$ cat config.mk
export PLATFORM = sky130hd
export DESIGN_NAME = dac_spi_tx
export DESIGN_NICKNAME = d
export VERILOG_FILES = /design/src/rtl/dac_pkg.sv /design/src/rtl/dac_spi_tx_phase_tick.sv /design/src/rtl/dac_spi_tx.sv
export SDC_FILE = /design/constraint.sdc
export NUM_CORES = 1
export LEC_CHECK = 0
export CORE_ASPECT_RATIO = 0.6
export CORE_UTILIZATION = 55
export DETAILED_ROUTE_END_ITERATION = 10
export PLACE_DENSITY_LB_ADDON = 0.25
export REMOVE_ABC_BUFFERS = 1
export SKIP_LAST_GASP = 1
export SYNTH_ARGS = -nofsm -noshare
export SYNTH_HDL_FRONTEND = slang
export SYNTH_SLANG_ARGS = --single-unit
$ cat constraint.sdc
create_clock -name sysclk -period 6.2 [get_ports sysclk]
set_clock_uncertainty 0.15 [all_clocks]
set_input_delay 1.24 -clock sysclk [delete_from_list [all_inputs] [get_ports sysclk]]
set_output_delay 1.24 -clock sysclk [all_outputs]
set_load 0.01 [all_outputs]
$ cat src/rtl/dac_pkg.sv
// rtl/dac_pkg.sv - shared types, widths and frame layout for the MCP4911 SPI transmitter
//
// Purpose: state encoding, frame/data widths, config bit positions and the
// frame-word builder used by dac_spi_tx.
// Ports: none (package).

package dac_pkg;

  localparam int FRAME_W = 16;
  localparam int DATA_W  = 10;

  // Bit positions inside the 16-bit DAC write word (MSB is sent first).
  localparam int POS_AB       = 15;  // channel select, always 0 on a single-channel part
  localparam int POS_BUF      = 14;
  localparam int POS_GA_N     = 13;
  localparam int POS_SHDN_N   = 12;
  localparam int POS_DATA_LSB = 2;   // data[9:0] sits in [11:2], [1:0] are don't-care zeros

  typedef enum logic [2:0] {
    ST_IDLE,
    ST_CS_SETUP,
    ST_SHIFT,
    ST_CS_HOLD,
    ST_CS_GAP,
    ST_LDAC
  } state_t;

  function automatic logic [FRAME_W-1:0] make_frame(
    input logic [DATA_W-1:0] data,
    input logic              buf_bit,
    input logic              ga_n_bit
  );
    logic [FRAME_W-1:0] f;
    f                             = '0;
    f[POS_AB]                     = 1'b0;
    f[POS_BUF]                    = buf_bit;
    f[POS_GA_N]                   = ga_n_bit;
    f[POS_SHDN_N]                 = 1'b1;
    f[POS_DATA_LSB +: DATA_W]     = data;
    return f;
  endfunction

endpackage

$ cat src/rtl/dac_spi_tx_phase_tick.sv
// rtl/dac_spi_tx_phase_tick.sv - divide-by-CLK_DIV phase tick generator
//
// Purpose: counts sysclk cycles and raises tick on the last cycle of every
// CLK_DIV-long dwell. A state change restarts the count so each new state
// gets a full dwell.
// Ports:
//   clk    - system clock
//   rst_n  - asynchronous active-low reset
//   clear  - restart the dwell count (state is changing this cycle)
//   tick   - high on the final cycle of the current dwell

module phase_tick #(
  parameter int unsigned CLK_DIV = 2
) (
  input  logic clk,
  input  logic rst_n,
  input  logic clear,
  output logic tick
);

  localparam logic [7:0] LAST = 8'(CLK_DIV - 1);

  logic [7:0] cnt;

  assign tick = (cnt == LAST);

  always_ff @(posedge clk or negedge rst_n) begin
    if (!rst_n) begin
      cnt <= '0;
    end else if (clear || tick) begin
      cnt <= '0;
    end else begin
      cnt <= cnt + 8'd1;
    end
  end

endmodule

$ cat src/rtl/dac_spi_tx.sv
// rtl/dac_spi_tx.sv - 10-bit sample to MCP4911 16-bit SPI write-frame serialiser
//
// Purpose: takes one DAC code per load strobe, sends it as a 16-bit SPI word
// (MSB first, DAC samples on SCK rise), then pulses LDAC. A one-entry pending
// buffer holds a sample that arrives while a frame is in flight.
// Ports:
//   sysclk      - system clock
//   rst_n       - asynchronous active-low reset
//   data_in     - 10-bit offset-binary DAC code, taken when load=1
//   load        - one-cycle strobe, new sample available
//   busy        - frame in flight or sample pending
//   dropped     - one-cycle pulse when a pending sample is overwritten
//   dac_cs_n    - SPI chip select, active low
//   dac_sck     - SPI clock, idle low
//   dac_sdi     - SPI data out
//   dac_ldac_n  - DAC latch strobe, active low

module dac_spi_tx
  import dac_pkg::*;
#(
  parameter int unsigned CLK_DIV  = 2,
  parameter logic        BUF_BIT  = 1'b0,
  parameter logic        GA_N_BIT = 1'b1
) (
  input  logic              sysclk,
  input  logic              rst_n,
  input  logic [DATA_W-1:0] data_in,
  input  logic              load,
  output logic              busy,
  output logic              dropped,
  output logic              dac_cs_n,
  output logic              dac_sck,
  output logic              dac_sdi,
  output logic              dac_ldac_n
);

  state_t              state, state_nx;
  logic [FRAME_W-1:0]  sreg, sreg_nx;
  logic [3:0]          bit_cnt, bit_cnt_nx;
  logic                sck_hi, sck_hi_nx;
  logic                pend_vld, pend_vld_nx;
  logic [DATA_W-1:0]   pend_data, pend_data_nx;
  logic                drop_nx;
  logic                start;
  logic [DATA_W-1:0]   start_data;
  logic                cs_low_nx;
  logic                tick;
  logic                state_chg;

  assign state_chg = (state_nx != state);

  phase_tick #(
    .CLK_DIV (CLK_DIV)
  ) u_phase_tick (
    .clk   (sysclk),
    .rst_n (rst_n),
    .clear (state_chg),
    .tick  (tick)
  );

  always_comb begin
    state_nx     = state;
    sreg_nx      = sreg;
    bit_cnt_nx   = bit_cnt;
    sck_hi_nx    = sck_hi;
    pend_vld_nx  = pend_vld;
    pend_data_nx = pend_data;
    drop_nx      = 1'b0;
    start        = 1'b0;
    start_data   = pend_data;

    case (state)
      ST_IDLE: begin
        if (load) begin
          start      = 1'b1;
          start_data = data_in;
          drop_nx    = pend_vld;
        end else if (pend_vld) begin
          start = 1'b1;
        end
      end
      ST_CS_SETUP: begin
        if (tick) state_nx = ST_SHIFT;
      end
      ST_SHIFT: begin
        // Each bit is a low dwell then a high dwell; the shift happens as SCK
        // falls so SDI is stable a full dwell either side of the rising edge.
        if (tick) begin
          if (!sck_hi) begin
            sck_hi_nx = 1'b1;
          end else begin
            sck_hi_nx  = 1'b0;
            sreg_nx    = {sreg[FRAME_W-2:0], 1'b0};
            bit_cnt_nx = bit_cnt + 4'd1;
            if (bit_cnt == 4'd15) state_nx = ST_CS_HOLD;
          end
        end
      end
      ST_CS_HOLD: begin
        if (tick) state_nx = ST_CS_GAP;
      end
      ST_CS_GAP: begin
        if (tick) state_nx = ST_LDAC;
      end
      ST_LDAC: begin
        // A fresh load on the exit cycle beats the older pending sample.
        if (tick) begin
          if (load) begin
            start      = 1'b1;
            start_data = data_in;
            drop_nx    = pend_vld;
          end else if (pend_vld) begin
            start = 1'b1;
          end else begin
            state_nx = ST_IDLE;
          end
        end
      end
      default: begin
        state_nx = ST_IDLE;
      end
    endcase

    // A load not consumed directly by a frame start parks in the pending slot.
    if (load && !start && (state != ST_IDLE)) begin
      pend_vld_nx  = 1'b1;
      pend_data_nx = data_in;
      drop_nx      = pend_vld;
    end

    if (start) begin
      state_nx    = ST_CS_SETUP;
      sreg_nx     = make_frame(start_data, BUF_BIT, GA_N_BIT);
      bit_cnt_nx  = 4'd0;
      sck_hi_nx   = 1'b0;
      pend_vld_nx = 1'b0;
    end

    cs_low_nx = (state_nx == ST_CS_SETUP) || (state_nx == ST_SHIFT) ||
                (state_nx == ST_CS_HOLD);
  end

  // Outputs are registered from the next-state values so they line up with
  // the state they describe, with no decode glitches on the SPI pins.
  always_ff @(posedge sysclk or negedge rst_n) begin
    if (!rst_n) begin
      state      <= ST_IDLE;
      sreg       <= '0;
      bit_cnt    <= 4'd0;
      sck_hi     <= 1'b0;
      pend_vld   <= 1'b0;
      pend_data  <= '0;
      busy       <= 1'b0;
      dropped    <= 1'b0;
      dac_cs_n   <= 1'b1;
      dac_sck    <= 1'b0;
      dac_sdi    <= 1'b0;
      dac_ldac_n <= 1'b1;
    end else begin
      state      <= state_nx;
      sreg       <= sreg_nx;
      bit_cnt    <= bit_cnt_nx;
      sck_hi     <= sck_hi_nx;
      pend_vld   <= pend_vld_nx;
      pend_data  <= pend_data_nx;
      busy       <= (state_nx != ST_IDLE) || pend_vld_nx;
      dropped    <= drop_nx;
      dac_cs_n   <= !cs_low_nx;
      dac_sck    <= (state_nx == ST_SHIFT) && sck_hi_nx;
      dac_sdi    <= cs_low_nx && sreg_nx[FRAME_W-1];
      dac_ldac_n <= (state_nx != ST_LDAC);
    end
  end

endmodule

# After elaboration in Yosys (flattened, before gate mapping)
# Cells that the tools add are included.
[word_totals]
register_bits = 49
out_inout_bits = 6
wordCells = 82
[op_classes]
add_sub_neg = 2
n_eq_ne = 12
n_mux = 37
reduce_logical = 17
[ops]
columns = ["cell", "n"]
rows = [
  ["2-to-1 mux 16 bit", 4],
  ["2-to-1 mux 3 bit", 10],
  ["2-to-1 mux 10 bit", 2],
  ["case mux 10 bit (2 select lines)", 1],
  ["case mux 3 bit (6 select lines)", 1],
  ["2-to-1 mux 4 bit", 4],
  ["== test 3 x 2 -> 1 bit (second input constant)", 4],
  ["2-to-1 mux 1 bit", 12],
  ["adder 8 x 1 -> 8 bit (second input constant)", 1],
  ["== test 8 x 1 -> 1 bit (second input constant)", 1],
  ["2-to-1 mux 8 bit", 1],
  ["== test 3 x 1 -> 1 bit (second input constant)", 2],
  ["== test 3 bit (second input constant)", 2],
  ["nonzero test 2 bit", 3],
  ["nonzero test 3 bit", 2],
  ["adder 4 x 1 -> 4 bit (second input constant)", 1],
  ["== test 4 bit (second input constant)", 1],
  ["logical AND 1 bit", 4],
  ["logical OR 1 bit", 4],
  ["case mux 1 bit (2 select lines)", 2],
  ["zero test 3 bit", 1],
  ["inequality test 3 bit", 1],
  ["inequality test 3 bit (second input constant)", 1],
  ["AND reduction 3 bit", 1],
  ["zero test 1 bit", 2],
]

# Logic depth before layout (Yosys ltp)
[logic_depth]
word_depth = 10
depth_mapped = 11

# Modules after synthesis
# From an unflattened synthesis, not the netlist that was laid out.
[hier_totals]
cells_unflattened = 198
hier_area_um2 = 2317.2
[by_module_without_submodules]
columns = ["mod", "n_inst", "cells_per_inst", "area_per_inst_um2", "seq_area_each_um2"]
rows = [
  ["dac_spi_tx", 1, 159, 1909.3, 1003.5],
  ["phase_tick", 1, 39, 407.9, 200.2],
]

# Least setup slack after synthesis
# Ideal clock, no wire load.
[synth_timing]
path_kind = "reg2reg"
startpoint = "register u_phase_tick.cnt[1]"
endpoint = "register sreg[1]"
arrival_ps = 2247
path_slack_ps = 3684
stages_incl_launch_ff = 11
path_cell_list = "dfrtp_1 > inv_1 > ha_1 > or4b_1 > clkbuf_2 > or2_1 > buf_6 > or3_4 > buf_6 > buf_8 > and3_1"
[synth_via]
elab_chain_cells = 5
word_cells_on_any_way = 8
cone_classes = "eq/ne (1); mux (3); reduce/logical (4)"
[synth_rtl]
columns = ["element", "line_no", "text"]
rows = [
  ["start, declared", "dac_spi_tx_phase_tick.sv:23", "logic [7:0] cnt;"],
  ["start signal, assigned", "dac_spi_tx_phase_tick.sv:33", "cnt <= cnt + 8'd1;"],
  ["== test 8 x 1 -> 1 bit *", "dac_spi_tx_phase_tick.sv:25", "assign tick = (cnt == LAST);"],
  ["2-to-1 mux 1 bit", "dac_spi_tx.sv:107", "if (tick) begin"],
  ["case mux 1 bit (2 select lines)", "dac_spi_tx.sv:72", "case (state)"],
  ["nonzero test 2 bit (no source line)", "--", ""],
  ["AND reduction 3 bit (no source line)", "--", ""],
  ["end signal, assigned", "dac_spi_tx.sv:161", "sreg <= sreg_nx;"],
  ["end, declared", "dac_spi_tx.sv:38", "logic [FRAME_W-1:0] sreg, sreg_nx;"],
]
# Mark *: on every way between the ends. The rest lies on a longest branch, timed or not.
# A chain may end at the register's enable or synchronous reset.

# Final worst setup path
[layout_timing]
startpoint = "input port load"
endpoint = "register pend_data[1]"
[layout_via]
elab_chain_cells = 6
[layout_rtl]
columns = ["element", "line_no", "text"]
rows = [
  ["start, declared", "dac_spi_tx.sv:28", "input logic load,"],
  ["2-to-1 mux 1 bit", "dac_spi_tx.sv:108", "if (load) begin"],
  ["2-to-1 mux 1 bit", "dac_spi_tx.sv:107", ""],
  ["case mux 1 bit (2 select lines)", "dac_spi_tx.sv:72", ""],
  ["zero test 1 bit", "dac_spi_tx.sv:125", "if (load && !start && (state != ST_IDLE)) begin"],
  ["logical AND 1 bit * (2 in a row)", "dac_spi_tx.sv:125", ""],
  ["end signal, assigned", "dac_spi_tx.sv:165", "pend_data <= pend_data_nx;"],
  ["end, declared", "dac_spi_tx.sv:42", "logic [DATA_W-1:0] pend_data, pend_data_nx;"],
]
# Marks and branches as above.

==> metrics.md <==
| Metric | Value |
|---|---|
| Outcome | complete, but fails checks |
| Failing checks | design-rule violations |
| Wire per inst | 15.35 um |
| Area grow syn2layout | 12.23% |
| Startpoint Class | primary input |
| Row cnt | 17 |
| Clock transition at path regs | 0.09 ns |
| Avg Cell Area, Syn | 10.38 um2 |
| Core Area | 0.003765 mm2 |
| Final Instance Area | 0.002504 mm2 |
| Skew-Pair Late Insertion Delay | 0.30 ns |
| Flops & latches, synth | 48 |
| Worst-path fanout max | 14 |
| CTS tree | done |
| Setup TNS | 0 ns |
| Synthesized area | 0.002231 mm2 |
| DP Cell Count | 270 |
| Yosys cell types | 43 |
| Nets | 246 |
| Htree depth | 2 |
| Post-synthesis sequential area ratio | 53.95% |
| Post-synth top area share | 51.60% |
| P per Cell Area | 414.1 mW/mm2 |
| Count of final hold-check violations | 0 |
| Post-Syn Instances | 215 |
| Slew HR | 31.99% |
| CTS Buf Count | 5 |
| Synth area leaders | dfrtp_1 52%, nand2_1 6.6%, mux2_2 4.5%, a32oi_1 3.5%, nor2_1 3.2% |
| Pwr Total | 1.037 mW |
| Maxcap violations | 0 |
| Antenna Nets Post-Route | 0 |
| Slew @ Worst Pin | 1.020 ns |
| VDD IR max | 0.2044 mV |
| Port bufs | 18 |
| Initial DRC count | 89 |
| Via-to-Cell Ratio | 5.950 |
| Layout cell share with drive strength beyond 1 | 11.69% |
| Routability cong. | 0.8637 |
| Congestion Overflow GR | 0 |
| Tot GR Track Use | 21.39% |
| Starting Density | 59.26% |
| Hold_buf cts | 0 |
| Part of the cycle the worst path needs | 52.91% |
| Crit path time final | 3.280 ns |
| Ys flop type | dfrtp_1 |
| Synth async-reset ratio | 100.0% |
| Root buf cell | clkbuf_8 |
| WP data arrival | 3.32 ns |
| Leak | 1.095 nW |
| Final Instance Count excl. Fillers | 278 |
| Synth top cells by count | 46 x dfrtp_1, 39 x nand2_1, 19 x nor2_1 |
| Post-Place Worst Slack | 2.646 ns |
| Global-route wire length before repair | 7.003 mm |
| Placed Area | 0.002396 mm2 |
| # diodes | 0 |
| Clk sinks | 48 |
| Post-DP HPWL | 2.946 mm |
| Initial antenna violation count | 0 |
| Most frequent cell after synthesis | dfrtp_1 |
| Worst endpoint required time | 6.24 ns |
| Element type at the critical path end | flip-flop |
| Kind of critical path | in2reg |
| Hold_ws | 0.3387 ns |
| EDFF count, synth | 0 |
| Yosys warns | 0 |
| First drt pass iteration count | 7 |
| Cts repair resizes | 0 |
| Total Wirelength | 4.268 mm |
| I/O pin total | 19 |
| Die Wd | 84.22 um |
| Vias | 1654 |
| Setup violators final | 0 |
| Die ar. | 0.004323 mm2 |
| Vias in the first global route | 1482 |
| Post-layout util | 66.50% |
| RSZ-0062 raised after global routing | false |
| Fin. max-slew vios | 0 |
| Residual DRC | 4 |
| Fin worst setup slack | 2.920 ns |
| Post-CTS Setup Inserts | 0 |
| Max frequency | 304.8 MHz |
| Cell taking the most area after synthesis | dfrtp_1 |
| Worst Hold Class | reg2reg |
| Largest net degree at the start of global routing | 49 |
| Die Height | 51.33 um |
| Fill count | 298 |
| Clock Path Buffers | 2 |
-- flip-flops by register name, summed over array words and instances, names as in the netlist, 3 cells and up --
| name | cells |
|---|---|
| bit_cnt | 4 |
| pend_data | 10 |
| sreg | 15 |
| state | 3 |
| u_phase_tick.cnt | 8 |
-- cell type report --
type / instances / area, um2 / area share [%]
Sequential cell: 48 / 1204 / 48.08
Multi-Input combinational cell: 151 / 932.1 / 37.23
Timing Repair Buffer: 19 / 182.7 / 7.296
Clock buffer: 6 / 72.57 / 2.899
Tap cell: 47 / 58.81 / 2.349
Clock inverter: 2 / 35.03 / 1.399
Inverter: 5 / 18.77 / 0.7496
-- cells by family after synthesis --
logic type               count (synthesis)  synth area share (%)
AO/OA/AOI/OAI                           35                 11.11
multiplexers                            11                 5.440
flip-flops                              48                 53.95
AND/OR/NAND/NOR                         92                 19.63
XOR/XNOR                                10                 3.926
buffers and inverters                   16                 4.262
adder cells (fa/ha/maj)                  3                 1.683
-- critical path, cell delays in order --
cell and delay [ns]:
clkdlybuf4s50_1 0.51, nor2_1 0.38, nor2_1 0.10, nand2b_1 0.43
nand2_2 0.30, mux2_2 0.34
-- layout by cell type (no fill, tap or decap), types with 3 or more instances in the layout --
master           instances
a32oi_1                  9
xnor2_1                  3
a21oi_1                  4
xor2_1                   7
o22ai_1                  9
nand2_1                 39
clkbuf_8                 5
nor2_1                  19
clkdlybuf4s50_1         17
ha_1                     3
mux2_2                   9
and3_1                   4
nand3_1                 11
inv_1                    5
o21ai_0                  5
dfrtp_1                 46
nor3_1                   3
-- path summary, 6_finish.rpt --
check,startpoint,slack (ns),depth (start not counted),to
max,load,2.92,6,pend_data[1]
min,pend_data[0],0.34,1,pend_data[0]
max reg2reg,u_phase_tick.cnt[1],3.17,7,pend_data[1]
min reg2reg,pend_data[0],0.34,1,pend_data[0]
max in group asynchronous,rst_n,4.31,1,pend_data[9]
min in group asynchronous,rst_n,0.95,1,pend_data[5]
-- where the power goes --
part | total, mW | internal [mW] | leakage (nW) | switching (mW)
logic | 0.337 | 0.143 | 0.460 | 0.194
clock network | 0.220 | 0.120 | 0.0552 | 0.100
registers | 0.479 | 0.404 | 0.579 | 0.0749
total | 1.04 | 0.667 | 1.09 | 0.370
-- layer usage --
layer / GRT usage, % / routed length, um / part of all wire, %
met4: 6.034 / 42 / 0.98
met1: 32.03 / 2168 / 51
met3: 5.493 / 256 / 6.0
met5: 0 / 0 / 0
met2: 30.60 / 1800 / 42
Note: power is estimated with default switching activity, not from simulation.
